--- src/rtl/pixel_recover_param.sv ---
// pixel_recover_param
// Turns a camera pixel strobe (possibly stretched over several cycles) into
// single-cycle pixel beats tagged with in-frame column/row coordinates, and
// adds frame/line markers plus short-frame and overflow error reporting.
// Everything runs on system_clk_in with a synchronous active-high reset.
//
// Ports:
//   system_clk_in        system clock
//   rst_in               synchronous active-high reset
//   valid_pixel_in       pixel strobe (level, may stay high several cycles)
//   pixel_in             pixel data, sampled on the qualifying cycle
//   frame_done_in        end-of-frame pulse from the capture path
//   pixel_out            captured pixel, held between beats
//   data_valid_out       1-cycle beat strobe for pixel_out/hcount_out/vcount_out
//   hcount_out           column of pixel_out
//   vcount_out           row of pixel_out
//   frame_start_out      high with beat (0,0)
//   line_end_out         high with the last beat of a line
//   frame_end_out        high with the last beat of a frame
//   short_frame_err_out  1-cycle pulse when a frame ends before it is full
//   overflow_err_out     sticky: pixel arrived after a full frame
//   frame_count_out      number of completed full frames (wraps)
module pixel_recover_param #(
  parameter int PIXEL_W   = 16,
  parameter int H_ACTIVE  = 320,
  parameter int V_ACTIVE  = 240,
  parameter int HCOUNT_W  = 11,
  parameter int VCOUNT_W  = 10,
  parameter int EDGE_MODE = 1,
  parameter int FCOUNT_W  = 8
) (
  input  logic                system_clk_in,
  input  logic                rst_in,
  input  logic                valid_pixel_in,
  input  logic [PIXEL_W-1:0]  pixel_in,
  input  logic                frame_done_in,
  output logic [PIXEL_W-1:0]  pixel_out,
  output logic                data_valid_out,
  output logic [HCOUNT_W-1:0] hcount_out,
  output logic [VCOUNT_W-1:0] vcount_out,
  output logic                frame_start_out,
  output logic                line_end_out,
  output logic                frame_end_out,
  output logic                short_frame_err_out,
  output logic                overflow_err_out,
  output logic [FCOUNT_W-1:0] frame_count_out
);

  typedef enum logic [1:0] {IDLE, ACTIVE, FULL} state_t;

  localparam logic [HCOUNT_W-1:0] H_LAST = HCOUNT_W'(H_ACTIVE - 1);
  localparam logic [VCOUNT_W-1:0] V_LAST = VCOUNT_W'(V_ACTIVE - 1);

  state_t              state;
  logic                prev_valid;
  logic [HCOUNT_W-1:0] col;
  logic [VCOUNT_W-1:0] row;
  logic                q;

  // In edge mode a strobe held high for several cycles counts only once;
  // prev_valid keeps tracking across frame_done so a held strobe never
  // produces a fresh beat after the frame boundary.
  assign q = (EDGE_MODE != 0) ? (valid_pixel_in & ~prev_valid) : valid_pixel_in;

  // col/row are always 0 while IDLE, so the IDLE beat is simply the first
  // ACTIVE beat with frame_start_out raised. That also covers H_ACTIVE=1 and
  // V_ACTIVE=1, where the very first beat already ends the line or frame.
  always_ff @(posedge system_clk_in) begin
    if (rst_in) begin
      state               <= IDLE;
      prev_valid          <= 1'b0;
      col                 <= '0;
      row                 <= '0;
      pixel_out           <= '0;
      data_valid_out      <= 1'b0;
      hcount_out          <= '0;
      vcount_out          <= '0;
      frame_start_out     <= 1'b0;
      line_end_out        <= 1'b0;
      frame_end_out       <= 1'b0;
      short_frame_err_out <= 1'b0;
      overflow_err_out    <= 1'b0;
      frame_count_out     <= '0;
    end else begin
      prev_valid          <= valid_pixel_in;
      data_valid_out      <= 1'b0;
      frame_start_out     <= 1'b0;
      line_end_out        <= 1'b0;
      frame_end_out       <= 1'b0;
      short_frame_err_out <= 1'b0;

      // frame_done wins over a coincident pixel, which is dropped.
      if (frame_done_in) begin
        col                 <= '0;
        row                 <= '0;
        state               <= IDLE;
        short_frame_err_out <= (state == ACTIVE);
      end else if (q && state != FULL) begin
        data_valid_out  <= 1'b1;
        pixel_out       <= pixel_in;
        hcount_out      <= col;
        vcount_out      <= row;
        frame_start_out <= (state == IDLE);
        state           <= ACTIVE;
        if (col == H_LAST) begin
          line_end_out <= 1'b1;
          col          <= '0;
          if (row == V_LAST) begin
            frame_end_out   <= 1'b1;
            frame_count_out <= frame_count_out + 1'b1;
            row             <= '0;
            state           <= FULL;
          end else begin
            row <= row + 1'b1;
          end
        end else begin
          col <= col + 1'b1;
        end
      end else if (q) begin
        // A full frame has already been delivered; the extra pixel is dropped.
        overflow_err_out <= 1'b1;
      end
    end
  end

endmodule

--- config.mk ---
export PLATFORM = sky130hd
export DESIGN_NAME = pixel_recover_param
export DESIGN_NICKNAME = d
export VERILOG_FILES = /design/src/rtl/pixel_recover_param.sv
export SDC_FILE = /design/constraint.sdc
export NUM_CORES = 1
export LEC_CHECK = 0
export CORE_MARGIN = 4
export CORE_UTILIZATION = 35
export CTS_CLUSTER_SIZE = 14
export DETAILED_ROUTE_END_ITERATION = 10
export HOLD_SLACK_MARGIN = 0.02
export PLACE_DENSITY = 0.65
export SYNTH_ARGS = -nofsm -noshare
export SYNTH_HDL_FRONTEND = slang
export SYNTH_SLANG_ARGS = --single-unit
--- constraint.sdc ---
create_clock -name system_clk_in -period 1.84 [get_ports system_clk_in]
set_input_delay 0.46 -clock system_clk_in [delete_from_list [all_inputs] [get_ports system_clk_in]]
set_output_delay 0.46 -clock system_clk_in [all_outputs]
set_load 0.01 [all_outputs]
==> Word level (Yosys, flattened, before mapping) <==
Cells that the tools add are included.
{ "word_totals": {"reg_bits": 75, "inputBits": 20, "output_inout_bits": 51, "elab_cells": 43} }
{ "op_classes": {"n_addsub": 3, "n_eq_ne": 4, "n_mux": 7, "bitwise_logic": 5, "n_reduce_logical": 10} }
{ "ops": {"columns": ["op", "n"], "rows": [
  ["11-bit by 1-bit adder with 11-bit output, second input constant", 1],
  ["11-bit by 9-bit == test with 1-bit output, second input constant", 1],
  ["11-bit 2-to-1 mux", 1],
  ["10-bit by 1-bit adder with 10-bit output, second input constant", 1],
  ["10-bit by 8-bit == test with 1-bit output, second input constant", 1],
  ["10-bit 2-to-1 mux", 1],
  ["8-bit by 1-bit adder with 8-bit output, second input constant", 1],
  ["2-bit 2-to-1 mux", 2],
  ["1-bit inverter", 4],
  ["2-bit AND reduction", 2],
  ["4-bit AND reduction", 1],
  ["2-bit OR reduction", 2],
  ["4-bit OR reduction", 1],
  ["1-bit 2-to-1 mux", 3],
  ["3-bit AND reduction", 1],
  ["3-bit OR reduction", 1],
  ["2-bit by 1-bit == test with 1-bit output, second input constant", 1],
  ["2-bit zero test", 1],
  ["2-bit inequality test, second input constant", 1],
  ["1-bit bitwise AND", 1],
  ["1-bit logical AND", 1]
]} }

==> Depth between registers and ports, before layout <==
{ "logic_depth": {"word_depth": 5, "mapped_depth": 6, "depth_no_buf": 5} }

==> Least setup slack after synthesis <==
Ideal clock, no wire load.
{ "synth_path": {"kind": "reg-to-reg", "from": "register col[0]", "to": "register frame_count_out[7]", "setup_time_ns": 0.123, "arrival_time_ns": 1.732, "required_ns": 1.717, "slack_ns": -0.015, "path_stages_with_launch": 7, "cell_sequence": "dfxtp_1 > ha_1 > and4bb_1 > nand3_2 > buf_2 > nor4_1 > mux2_1"} }
{ "synth_between": {"elab_chain_cells": 2} }
{ "synth_rtl": {"columns": ["item", "line", "source"], "rows": [
  ["start, declared", "56", "logic [HCOUNT_W-1:0] col;"],
  ["start signal, assigned", "117", "col <= col + 1'b1;"],
  ["11-bit by 9-bit == test with 1-bit output", "105", "if (col == H_LAST) begin"],
  ["4-bit AND reduction (no line)", null, null],
  ["end signal, assigned", "110", "frame_count_out <= frame_count_out + 1'b1;"],
  ["end, declared", "46", "output logic [FCOUNT_W-1:0] frame_count_out"]
]} }
Every way passes these cells.
A chain may end at the register's enable or synchronous reset.

==> Worst setup path in the final report <==
{ "layout_path": {"from": "input port frame_done_in", "to": "register frame_count_out[3]"} }
{ "layout_between": {"elab_chain_cells": 2} }
{ "layout_rtl": {"columns": ["item", "line", "source"], "rows": [
  ["start, declared", "36", "input logic frame_done_in,"],
  ["1-bit inverter (no line)", null, null],
  ["4-bit AND reduction (no line)", null, null]
]} }
Every way passes these cells.

==> qor.yml <==
run_status:
  outcome: "finished, final reports clean"
logic_synthesis:
  syn_area_per_cell_sq_um: 8.171
  synth_largest_area_cell: "dfxtp_1"
  synth_edf_count: 0
  ys_seq_area_share_pct: 46.88
  yosysUniqueCellTypes: 46
  synth_warnings: 0
  synthCells: 392
  syn_area_sq_um: 3203
  ys.flop_type: "dfxtp_1"
  ys_ff_latch: 75
  synth_area_leaders: "dfxtp_1 (47%), nand2_1 (11%), a21oi_1 (8.0%)"
  synth_async_sr_flop_share_pct: 0
  yosysTopAreaCellShare_pct: 46.88
  syn-num-nets: 415
floorplan:
  die_area_sq_um: 10750
  rows: 34
  initial_utilization_pct: 36.37
  die_h_um: 103.7
  ios: 71
  die_x_um: 103.7
  core_area_sq_um: 8806
clocking:
  clkTransAtPathRegs_ns: 0.08
  htree_levels: 3
  cts_hold_buf: 0
  cts_tree: "built"
  cts_buffers: 9
  cts_sinks: 75
  insertion_delay_ns: 0.35
  ctsLongestPathBuffers: 2
  cts_root_buf: "clkbuf_8"
routing:
  dr.pass1.iters: 4
  wl_mm: 8.839
  avgViaCountPerCell: 5.175
  first_iter_violations: 107
  avgRoutedWirePerCell_um: 14.19
  drc: 0
  ant_nets: 0
  dr_total_vias: 3224
worst_setup_path:
  worstPathRequired_ns: 2.07
  reg2reg_slack_ns: 0.05
  regToRegStartpoint: "row[9]$_SDFFE_PP0P_"
  crit_path_start_kind: "input pin"
  arrival_ns: 2.05
  r2r_end: "frame_count_out[3]$_SDFFE_PP0P_"
  crit_fanout: 7
  critPathKind: "input pin to register"
  cp-startpoint: "frame_done_in"
  r2r_cells: 5
  end_kind: "register"
worst_hold_path:
  min_path_cells: 2
  hold_path_class: "register to register"
  hp-start: "pixel_out[15]$_SDFFE_PP0P_"
  whs_endpoint: "pixel_out[15]$_SDFFE_PP0P_"
power:
  seqPwrFrac_pct: 50.7
  power.density_nw_per_um2: 685.7
  p_comb_share_pct: 7.5
  p_leak_nw: 1.729
  internal-power_w: 0.002527
  p_switching_w: 0.0007336
  p_clk_share_pct: 41.8
  ir_drop_v: 0.0004529
  netSwitchingFraction_pct: 22.50
timing:
  fin_crit_ns: 1.817
  slew_headroom_pct: 67.63
  fin_skew_ns: 0.01077
  clock.fmax_ghz: 0.5505
  maxSlewViolCount: 0
  fin_crit_sh_pct: 98.73
  fin_tns_setup_ns: 0
  hold_viol_final: 0
  finalSetupViolations: 0
  worst_pin_slew_ns: 0.4818
  rsz0062_at_grt: "yes"
cells_and_area:
  drive_gt1_share_pct: 19.81
  insertedDiodeCount: 0
  multiInputGateArea_sq_um: 1694
  layout.cells.non_filler: 623
  fill_cells: 827
  final_nets: 534
  seqCellArea_sq_um: 1504
  final_util_pct: 53.99
  areaGrowthSynthToFinish_pct: 48.44
placed_design:
  port_buffers: 70
  hpwl_mm: 6.584
  place_inst: 607
  gp_congestion: 0.8920
grt:
  grt.total_usage_pct: 16.41
  antenna_found_initial: 0
  grt.overflow.total: 0
  grt_max_degree: 25
  grt_pass1_wl_mm: 14.63
  grt_pass1_vias: 3200
job:
  cap_viol_max_count: 0
-- repair_timing --
| action | 4_1_cts | 5_1_grt |
|---|---|---|
| endpoints found under the setup margin | 26 | 27 |
| resized for setup | 2 | 22 |
| buffers inserted | 0 | 1 |
| pin swaps | 0 | 2 |
| endpoints found under the hold margin | 0 | 0 |
-- cell families (layout without fill, tap and decap cells) --
logic type,Yosys count,count (layout),share of synthesized area [%]
compound gates,71,71,12.38
flops,75,75,46.88
xor+xnor,6,6,1.641
simple gates,200,200,31.72
fa+ha+maj,3,3,1.172
buf+inv,30,153,3.789
mux,7,7,2.422
-- flip-flops by register name (all words and copies together) (netlist names), 2 cells and up --
register and count:
state 2, vcount_out 10, frame_count_out 8, col 11
row 10, pixel_out 16, hcount_out 11
-- worst max-delay path by stage --
stage / slack (ns) / cells after the start / end
floorplan: 0.0005 / 6 / frame_count_out[7]$_SDFFE_PP0P_
global placement: -0.39 / 6 / frame_count_out[4]$_SDFFE_PP0P_
detailed placement: -0.42 / 6 / frame_count_out[3]$_SDFFE_PP0P_
CTS: -0.004 / 6 / frame_count_out[4]$_SDFFE_PP0P_
global route: -0.03 / 5 / frame_count_out[3]$_SDFFE_PP0P_
finish: 0.02 / 6 / frame_count_out[3]$_SDFFE_PP0P_
-- through the flow --
| stage | hold WS, ns | power, W | setup slack [ns] | area (sq um) |
|---|---|---|---|---|
| after floorplan | 0.4490 | 0.001788 | 0.0005307 | 3216 |
| after global placement | 0.4407 | 0.001929 | -0.3921 | 4429 |
| after detailed placement | 0.4466 | 0.001931 | -0.4197 | 4429 |
| after CTS | 0.4572 | 0.003289 | -0.003834 | 4646 |
| after global routing | 0.4742 | 0.003394 | -0.03196 | 4755 |
| final | 0.4540 | 0.003260 | 0.02332 | 4755 |
-- cell type report --
class                           instances  share of cell area, %
Clock buffer                           11                  2.763
Clock inverter                          4                  1.605
Inverter                                8                 0.6316
Multi-Input combinational cell        287                  35.63
Sequential cell                        75                  31.63
Tap cell                              108                  2.842
Timing Repair Buffer                  130                  24.89
-- routing by layer --
| layer | global-route usage, % | vias to the layer above | wire [um] |
|---|---|---|---|
| met3 | 5.970 | 14 | 556 |
| met4 | 4.179 | 0 | 129 |
| li1 | - | 1613 | - |
| met1 | 19.91 | 1503 | 4026 |
| met5 | 0 | - | 0 |
| met2 | 27.66 | 94 | 4127 |
-- worst max-delay path, cell delays in order --
cell,delay [ns]
clkdlybuf4s50_1,0.42
and4b_1,0.29
nand3_1,0.09
buf_4,0.18
nor4_4,0.24
mux2_2,0.37
-- Yosys cell counts, types with 4 or more instances --
cell type and n:
buf_2 7, nor2b_1 9, clkbuf_1 14, inv_1 8
xnor2_1 5, nand3_1 14, nor2_1 18, a21oi_1 51
o31ai_1 4, and3_1 6, nor3_1 6, mux2_2 4
o21ai_0 6, or3_1 8, dfxtp_1 75, nor4_1 12
and2_1 5, nand4_1 9, nand2_1 91
-- cells in the final DEF, fill, tap and decap left out, types with 2 or more instances in the layout --
| cell type | count |
|---|---|
| buf_6 | 2 |
| or3_1 | 7 |
| a31oi_1 | 2 |
| nor2_2 | 2 |
| nand2b_1 | 3 |
| dfxtp_1 | 73 |
| and3_1 | 6 |
| buf_12 | 2 |
| nor3_1 | 6 |
| mux2_1 | 2 |
| nor4_1 | 6 |
| and4_1 | 3 |
| clkdlybuf4s50_1 | 67 |
| mux2_2 | 4 |
| nand4b_1 | 2 |
| nand3_1 | 14 |
| clkbuf_8 | 9 |
| nor4_4 | 2 |
| nor4_2 | 4 |
| dlymetal6s2s_1 | 2 |
| nor2_1 | 16 |
| or4_1 | 3 |
| a21oi_1 | 51 |
| o21ai_0 | 6 |
| nor2b_1 | 7 |
| nand2_1 | 90 |
| buf_4 | 56 |
| nand4_1 | 9 |
| and2_1 | 5 |
| clkbuf_1 | 2 |
| ha_1 | 3 |
| o221ai_1 | 2 |
| dfxtp_2 | 2 |
| o31ai_1 | 4 |
| xnor2_1 | 5 |
| inv_1 | 8 |
| bufinv_16 | 2 |
-- power by group through the flow --
stage	clock network, W	logic [W]	registers (W)
4_1_cts	0.00139	0.000241	0.00165
5_1_grt	0.00147	0.000266	0.00166
3_5_place_dp	0	0.000240	0.00169
3_3_place_gp	0	0.000239	0.00169
2_1_floorplan	0	0.0000889	0.00170
6_report	0.00136	0.000245	0.00165
(Power assumes the default switching activity.)
